## src/rtl/regfile_wb_arbiter_if.sv

```systemverilog
// Bundle for regfile_wb_arbiter: two producer handshakes, the register-file
// write port, and the two forwarding lookups.
interface regfile_wb_arbiter_if #(
   parameter int DW = 32
);
   logic          i_a_valid;
   logic          o_a_ready;
   logic [4:0]    i_a_wad;
   logic [DW-1:0] i_a_wdata;
   logic          i_b_valid;
   logic          o_b_ready;
   logic [4:0]    i_b_wad;
   logic [DW-1:0] i_b_wdata;
   logic          o_we;
   logic [4:0]    o_wad;
   logic [DW-1:0] o_wdata;
   logic [4:0]    i_rada;
   logic [4:0]    i_radb;
   logic          o_fwda_hit;
   logic          o_fwdb_hit;
   logic [DW-1:0] o_fwda_data;
   logic [DW-1:0] o_fwdb_data;
   logic          o_busy;

   modport slave (
      input  i_a_valid, i_a_wad, i_a_wdata,
      input  i_b_valid, i_b_wad, i_b_wdata,
      input  i_rada, i_radb,
      output o_a_ready, o_b_ready,
      output o_we, o_wad, o_wdata,
      output o_fwda_hit, o_fwdb_hit, o_fwda_data, o_fwdb_data,
      output o_busy
   );

   modport master (
      output i_a_valid, i_a_wad, i_a_wdata,
      output i_b_valid, i_b_wad, i_b_wdata,
      output i_rada, i_radb,
      input  o_a_ready, o_b_ready,
      input  o_we, o_wad, o_wdata,
      input  o_fwda_hit, o_fwdb_hit, o_fwda_data, o_fwdb_data,
      input  o_busy
   );
endinterface

```

## src/rtl/regfile_wb_arbiter.sv

```systemverilog
// Write-back arbiter: two per-source FIFOs feeding one register-file write port.
// Define REGFILE_WB_FWD_EN to enable forwarding lookups over queued results.
module regfile_wb_arbiter #(
   parameter int DW     = 32,
   parameter int DEPTH  = 2,
   parameter int STARVE = 4
) (
   input logic                  clk,
   input logic                  rst_n,
   regfile_wb_arbiter_if.slave  bus
);
   localparam int AW = (DEPTH > 1) ? $clog2(DEPTH) : 1;
   localparam int CW = $clog2(DEPTH + 1);
   localparam int SW = $clog2(STARVE + 1);

   typedef struct packed {
      logic [4:0]    wad;
      logic [DW-1:0] data;
   } ent_t;

   ent_t          mem_a_q [DEPTH];
   ent_t          mem_b_q [DEPTH];
   logic [AW-1:0] wr_a_q, rd_a_q, wr_b_q, rd_b_q;
   logic [CW-1:0] cnt_a_q, cnt_a_d, cnt_b_q, cnt_b_d;
   logic [SW-1:0] starve_q, starve_d;
   logic          we_q;
   logic [4:0]    wad_q;
   logic [DW-1:0] wdata_q;

   logic ready_a, ready_b, push_a, push_b;
   logic a_ne, b_ne, gnt_a, gnt_b;
   ent_t head_a, head_b;

   // A full FIFO refuses input even while it is being popped.
   assign ready_a = (cnt_a_q != CW'(DEPTH)) && rst_n;
   assign ready_b = (cnt_b_q != CW'(DEPTH)) && rst_n;
   assign push_a  = bus.i_a_valid && ready_a && (bus.i_a_wad != 5'd0);
   assign push_b  = bus.i_b_valid && ready_b && (bus.i_b_wad != 5'd0);
   assign a_ne    = (cnt_a_q != '0);
   assign b_ne    = (cnt_b_q != '0);
   assign head_a  = mem_a_q[rd_a_q];
   assign head_b  = mem_b_q[rd_b_q];

   always_comb begin
      gnt_b    = b_ne && (!a_ne || (starve_q == SW'(STARVE)));
      gnt_a    = a_ne && !gnt_b;
      starve_d = starve_q;
      if (!b_ne || gnt_b) begin
         starve_d = '0;
      end else if (starve_q != SW'(STARVE)) begin
         starve_d = starve_q + SW'(1);
      end
      cnt_a_d = cnt_a_q + CW'(push_a) - CW'(gnt_a);
      cnt_b_d = cnt_b_q + CW'(push_b) - CW'(gnt_b);
   end

   always_ff @(posedge clk) begin
      if (!rst_n) begin
         wr_a_q   <= '0;
         rd_a_q   <= '0;
         wr_b_q   <= '0;
         rd_b_q   <= '0;
         cnt_a_q  <= '0;
         cnt_b_q  <= '0;
         starve_q <= '0;
         we_q     <= 1'b0;
         wad_q    <= '0;
         wdata_q  <= '0;
      end else begin
         if (push_a) wr_a_q <= wr_a_q + AW'(1);
         if (push_b) wr_b_q <= wr_b_q + AW'(1);
         if (gnt_a)  rd_a_q <= rd_a_q + AW'(1);
         if (gnt_b)  rd_b_q <= rd_b_q + AW'(1);
         cnt_a_q  <= cnt_a_d;
         cnt_b_q  <= cnt_b_d;
         starve_q <= starve_d;
         we_q     <= gnt_a || gnt_b;
         if (gnt_b) begin
            wad_q   <= head_b.wad;
            wdata_q <= head_b.data;
         end else if (gnt_a) begin
            wad_q   <= head_a.wad;
            wdata_q <= head_a.data;
         end
      end
   end

   always_ff @(posedge clk) begin
      if (push_a) mem_a_q[wr_a_q] <= {bus.i_a_wad, bus.i_a_wdata};
      if (push_b) mem_b_q[wr_b_q] <= {bus.i_b_wad, bus.i_b_wdata};
   end

   assign bus.o_a_ready = ready_a;
   assign bus.o_b_ready = ready_b;
   assign bus.o_we      = we_q;
   assign bus.o_wad     = wad_q;
   assign bus.o_wdata   = wdata_q;
   assign bus.o_busy    = a_ne || b_ne || we_q;

`ifdef REGFILE_WB_FWD_EN
   // Scan oldest to youngest so the youngest match wins; the output register
   // is checked first so any FIFO match overrides it.
   function automatic logic [DW:0] fwd_lookup(input logic [4:0] rad);
      logic [DW:0]   r;
      logic [AW-1:0] idx;
      r = '0;
      if (rad != 5'd0) begin
         if (we_q && (wad_q == rad)) r = {1'b1, wdata_q};
         for (int i = 0; i < DEPTH; i++) begin
            idx = rd_a_q + AW'(i);
            if ((i < int'(cnt_a_q)) && (mem_a_q[idx].wad == rad)) r = {1'b1, mem_a_q[idx].data};
         end
         for (int i = 0; i < DEPTH; i++) begin
            idx = rd_b_q + AW'(i);
            if ((i < int'(cnt_b_q)) && (mem_b_q[idx].wad == rad)) r = {1'b1, mem_b_q[idx].data};
         end
      end
      return r;
   endfunction

   always_comb begin
      {bus.o_fwda_hit, bus.o_fwda_data} = fwd_lookup(bus.i_rada);
      {bus.o_fwdb_hit, bus.o_fwdb_data} = fwd_lookup(bus.i_radb);
   end
`else
   logic unused_fwd;
   assign unused_fwd      = ^{bus.i_rada, bus.i_radb};
   assign bus.o_fwda_hit  = 1'b0;
   assign bus.o_fwdb_hit  = 1'b0;
   assign bus.o_fwda_data = '0;
   assign bus.o_fwdb_data = '0;
`endif
endmodule

```

## src/flat_wrapper.sv

```systemverilog
// flat-port wrapper written by rule: the top's interface ports become plain ports
module regfile_wb_arbiter_flat 
#(
   parameter int DW     = 32,
   parameter int DEPTH  = 2,
   parameter int STARVE = 4
)
  (clk, rst_n, bus_i_a_valid, bus_i_a_wad, bus_i_a_wdata, bus_i_b_valid, bus_i_b_wad, bus_i_b_wdata, bus_i_rada, bus_i_radb, bus_o_a_ready, bus_o_b_ready, bus_o_we, bus_o_wad, bus_o_wdata, bus_o_fwda_hit, bus_o_fwdb_hit, bus_o_fwda_data, bus_o_fwdb_data, bus_o_busy);
  regfile_wb_arbiter_if #(.DW(DW)) bus_i ();
  input logic clk;
  input logic rst_n;
  input wire logic [$bits(bus_i.i_a_valid)-1:0] bus_i_a_valid;
  input wire logic [$bits(bus_i.i_a_wad)-1:0] bus_i_a_wad;
  input wire logic [$bits(bus_i.i_a_wdata)-1:0] bus_i_a_wdata;
  input wire logic [$bits(bus_i.i_b_valid)-1:0] bus_i_b_valid;
  input wire logic [$bits(bus_i.i_b_wad)-1:0] bus_i_b_wad;
  input wire logic [$bits(bus_i.i_b_wdata)-1:0] bus_i_b_wdata;
  input wire logic [$bits(bus_i.i_rada)-1:0] bus_i_rada;
  input wire logic [$bits(bus_i.i_radb)-1:0] bus_i_radb;
  output wire logic [$bits(bus_i.o_a_ready)-1:0] bus_o_a_ready;
  output wire logic [$bits(bus_i.o_b_ready)-1:0] bus_o_b_ready;
  output wire logic [$bits(bus_i.o_we)-1:0] bus_o_we;
  output wire logic [$bits(bus_i.o_wad)-1:0] bus_o_wad;
  output wire logic [$bits(bus_i.o_wdata)-1:0] bus_o_wdata;
  output wire logic [$bits(bus_i.o_fwda_hit)-1:0] bus_o_fwda_hit;
  output wire logic [$bits(bus_i.o_fwdb_hit)-1:0] bus_o_fwdb_hit;
  output wire logic [$bits(bus_i.o_fwda_data)-1:0] bus_o_fwda_data;
  output wire logic [$bits(bus_i.o_fwdb_data)-1:0] bus_o_fwdb_data;
  output wire logic [$bits(bus_i.o_busy)-1:0] bus_o_busy;
  assign bus_i.i_a_valid = bus_i_a_valid;
  assign bus_i.i_a_wad = bus_i_a_wad;
  assign bus_i.i_a_wdata = bus_i_a_wdata;
  assign bus_i.i_b_valid = bus_i_b_valid;
  assign bus_i.i_b_wad = bus_i_b_wad;
  assign bus_i.i_b_wdata = bus_i_b_wdata;
  assign bus_i.i_rada = bus_i_rada;
  assign bus_i.i_radb = bus_i_radb;
  assign bus_o_a_ready = bus_i.o_a_ready;
  assign bus_o_b_ready = bus_i.o_b_ready;
  assign bus_o_we = bus_i.o_we;
  assign bus_o_wad = bus_i.o_wad;
  assign bus_o_wdata = bus_i.o_wdata;
  assign bus_o_fwda_hit = bus_i.o_fwda_hit;
  assign bus_o_fwdb_hit = bus_i.o_fwdb_hit;
  assign bus_o_fwda_data = bus_i.o_fwda_data;
  assign bus_o_fwdb_data = bus_i.o_fwdb_data;
  assign bus_o_busy = bus_i.o_busy;
  regfile_wb_arbiter #(.DW(DW), .DEPTH(DEPTH), .STARVE(STARVE)) u_core (.clk(clk), .rst_n(rst_n), .bus(bus_i));
endmodule
```

## config.mk

```make
export PLATFORM = sky130hd
export DESIGN_NAME = regfile_wb_arbiter_flat
export DESIGN_NICKNAME = d
export VERILOG_FILES = /design/src/rtl/regfile_wb_arbiter_if.sv /design/src/rtl/regfile_wb_arbiter.sv /design/src/flat_wrapper.sv
export SDC_FILE = /design/constraint.sdc
export NUM_CORES = 1
export LEC_CHECK = 0
export CAP_MARGIN = 20
export CORE_MARGIN = 4
export CORE_UTILIZATION = 53
export DETAILED_ROUTE_END_ITERATION = 8
export PLACE_DENSITY = 0.83
export SYNTH_ARGS = -nofsm -noshare
export SYNTH_HDL_FRONTEND = slang
export SYNTH_SLANG_ARGS = --single-unit
```

## constraint.sdc

```tcl
create_clock -name clk -period 5.95 [get_ports clk]
set_input_delay 0.8925 -clock clk [delete_from_list [all_inputs] [get_ports clk]]
set_output_delay 0.8925 -clock clk [all_outputs]
set_load 0.01 [all_outputs]
```

==> results.toml <==
[yosys]
synthesis.area_mm2 = 0.00793
synth_cell_types = 35
yosys_register_bits = 199
syn_inst = 548
synth_top_area_share_pct = 56.0
avgSynthCellArea_um2 = 14.5
synth_area_leaders = "edfxtp_1 (56%), dfxtp_1 (13%), mux2i_1 (9.2%)"
ys_seq_area_share_pct = 68.9
yosysWarnings = 0
yosys.area.top_type = "edfxtp_1"

[cells_and_area]
num-nets-final = 761
n_antenna_cell = 0
final_common_cell = "edfxtp_1"
final_cell_mix = "edfxtp_1 (148), clkdlybuf4s50_1 (118), nand2_1 (79)"
final_util_pct = 65.8
drive_gt1_share_pct = 6.31
syn2layout_area_growth_pct = 20.9

[floorplan]
core.rowCount = 44
core_mm2 = 0.0146
initial_core_util_pct = 54.4
num_io_pins = 195
die_x_um = 130
dieHeight_um = 130
dieArea_mm2 = 0.0170

[clocking]
clockBufferDepth = 2
root_buffer = "clkbuf_16"
htree_levels = 4
post-cts-setup-buffers = 0
numClockSinks = 199
cts_resized = 0
clk_latency_ns = 0.43
cts_tree = "built"
cts_made_buffers = 17
path_clk_slew_ns = 0.06
cts_hold_buffers = 0

[routing]
postRouteAntennaNets = 0
firstDrtPassIters = 5
wirelength_um = 15800
post_drt_wl_per_cell_um = 18.3
routed-via-count = 4578
viasPerCell = 5.29
drc = 0
drt-initial-drc-count = 262

[timing]
rsz0062_at_grt = "no"
post-route-min-period_ns = 3.44
final_hold_viol_count = 0
fin_ws_ns = 2.51
period_share_pct = 57.8
fmax_ghz = 0.291
setup_violations = 0
worst_pin_slew_ns = 1.01
relSlewSlack_pct = 32.5
drv_slew = 0
finalClockSkew_ns = 0.00882
tns_ns = 0

[power_and_ir_drop]
power_uw = 3660
powerDensity_mw_per_mm2 = 381
ir_worst_vdd_v = 0.000333
power_leakage_uw = 0.00338

[grt]
grt_max_degree = 43
antenna_found_initial = 1
overflow = 0
grt.total_usage_pct = 19.0
grt_pass1_vias = 4790
grt_pass1_wl_um = 24000

[place]
dp_slack_ns = 2.02
numPortBuffers = 118
gp_congestion = 0.766
dpl.hpwl_um = 10200

[setup_path]
cp-start-kind = "input pin"
required_ns = 5.06
critPathArrivalTime_ns = 2.54
worstPathMaxFanout = 11
cp-end-kind = "output pin"
critPathKind = "in -> out"
reg2reg_depth = 7

[outcome]
status = "completed"

[min_path]
min_path_type = "reg -> reg"
min_path_cells = 1

[flow_run]
drv_cap = 0
## synthesized netlist by cell type
cell	count
nor2_2	3
and2_1	5
conb_1	1
a21o_1	2
and3_1	3
nand2_1	79
edfxtp_1	148
clkbuf_1	2
nor2b_1	1
buf_4	66
nor3_1	4
a211oi_1	1
xnor2_1	2
a2bb2oi_2	1
mux2i_1	73
dfxtp_1	51
inv_1	10
o21a_1	3
a2111oi_1	1
ha_1	5
nor4_1	1
a2111oi_0	1
nand2b_1	1
nand3_1	3
a32o_1	36
or2b_1	1
o21ai_0	2
a21oi_1	4
buf_8	2
buf_6	2
or2_1	1
nor2_1	13
buf_2	17
nand3b_1	1
xor2_1	2
## per-layer routing
| layer | track usage (%) | vias up | part of all wire, % |
|---|---|---|---|
| met3 | 6.06 | 14 | 8.4 |
| met5 | 0 | - | 0.082 |
| met4 | 6.59 | 2 | 1.3 |
| met1 | 21.6 | 2243 | 38 |
| li1 | - | 2116 | - |
| met2 | 33.8 | 203 | 52 |
## where the power goes
group / total (uW) / internal (uW) / switching (uW)
combinational: 867 / 429 / 438
clock: 1050 / 573 / 475
sequential: 1740 / 1650 / 87.9
## cell families after synthesis
| family | share of synthesized area [%] |
|---|---|
| compound gates | 5.91 |
| buf+inv | 8.55 |
| fa+ha+maj | 0.789 |
| simple gates | 6.17 |
| other cells | 0.0473 |
| mux | 9.21 |
| flops | 68.9 |
| xor+xnor | 0.442 |
## final cells by class
type	instances	area (um2)
Clock buffer	19	433
Inverter	10	37.5
Timing Repair Buffer	125	1270
Tap cell	184	230
Clock inverter	13	108
Fill cell	1012	4990
Sequential cell	199	5470
Multi-Input combinational cell	315	2050
## worst max-delay path, stage by stage
cell and delay [ns]:
clkdlybuf4s50_1 0.62, inv_1 0.28, a21oi_1 0.19, clkdlybuf4s50_1 0.55
## state kept, by name (all words and copies together) (netlist names), 2 cells and up, named ones only
name	count
u_core.starve_q	3
u_core.bus.o_wad	5
u_core.mem_b_q	74
u_core.bus.o_wdata	32
u_core.cnt_b_q	2
u_core.cnt_a_q	2
u_core.mem_a_q	74
## path summary, 6_finish.rpt
path / startpoint / to / slack [ns]
setup reg to reg: u_core.starve_q[0]$_SDFFE_PP0N_ / u_core.bus.o_wdata[4]$_SDFFE_PN0P_ / 3.52
hold reg to reg: u_core.starve_q[0]$_SDFFE_PP0N_ / u_core.starve_q[0]$_SDFFE_PP0N_ / 0.45
hold / removal: u_core.starve_q[0]$_SDFFE_PP0N_ / u_core.starve_q[0]$_SDFFE_PP0N_ / 0.45
setup / recovery: rst_n / bus_o_a_ready / 2.51
## metrics by stage
step	std cells	hold WS [ns]	area, um2
finish	865	0.452	9590
global route	865	0.468	9590
CTS	863	0.455	9550
detailed placement	831	0.441	9010
global placement	831	0.425	9010
floorplan	613	0.417	8180
No activity file was read; power rests on OpenSTA's default activity.
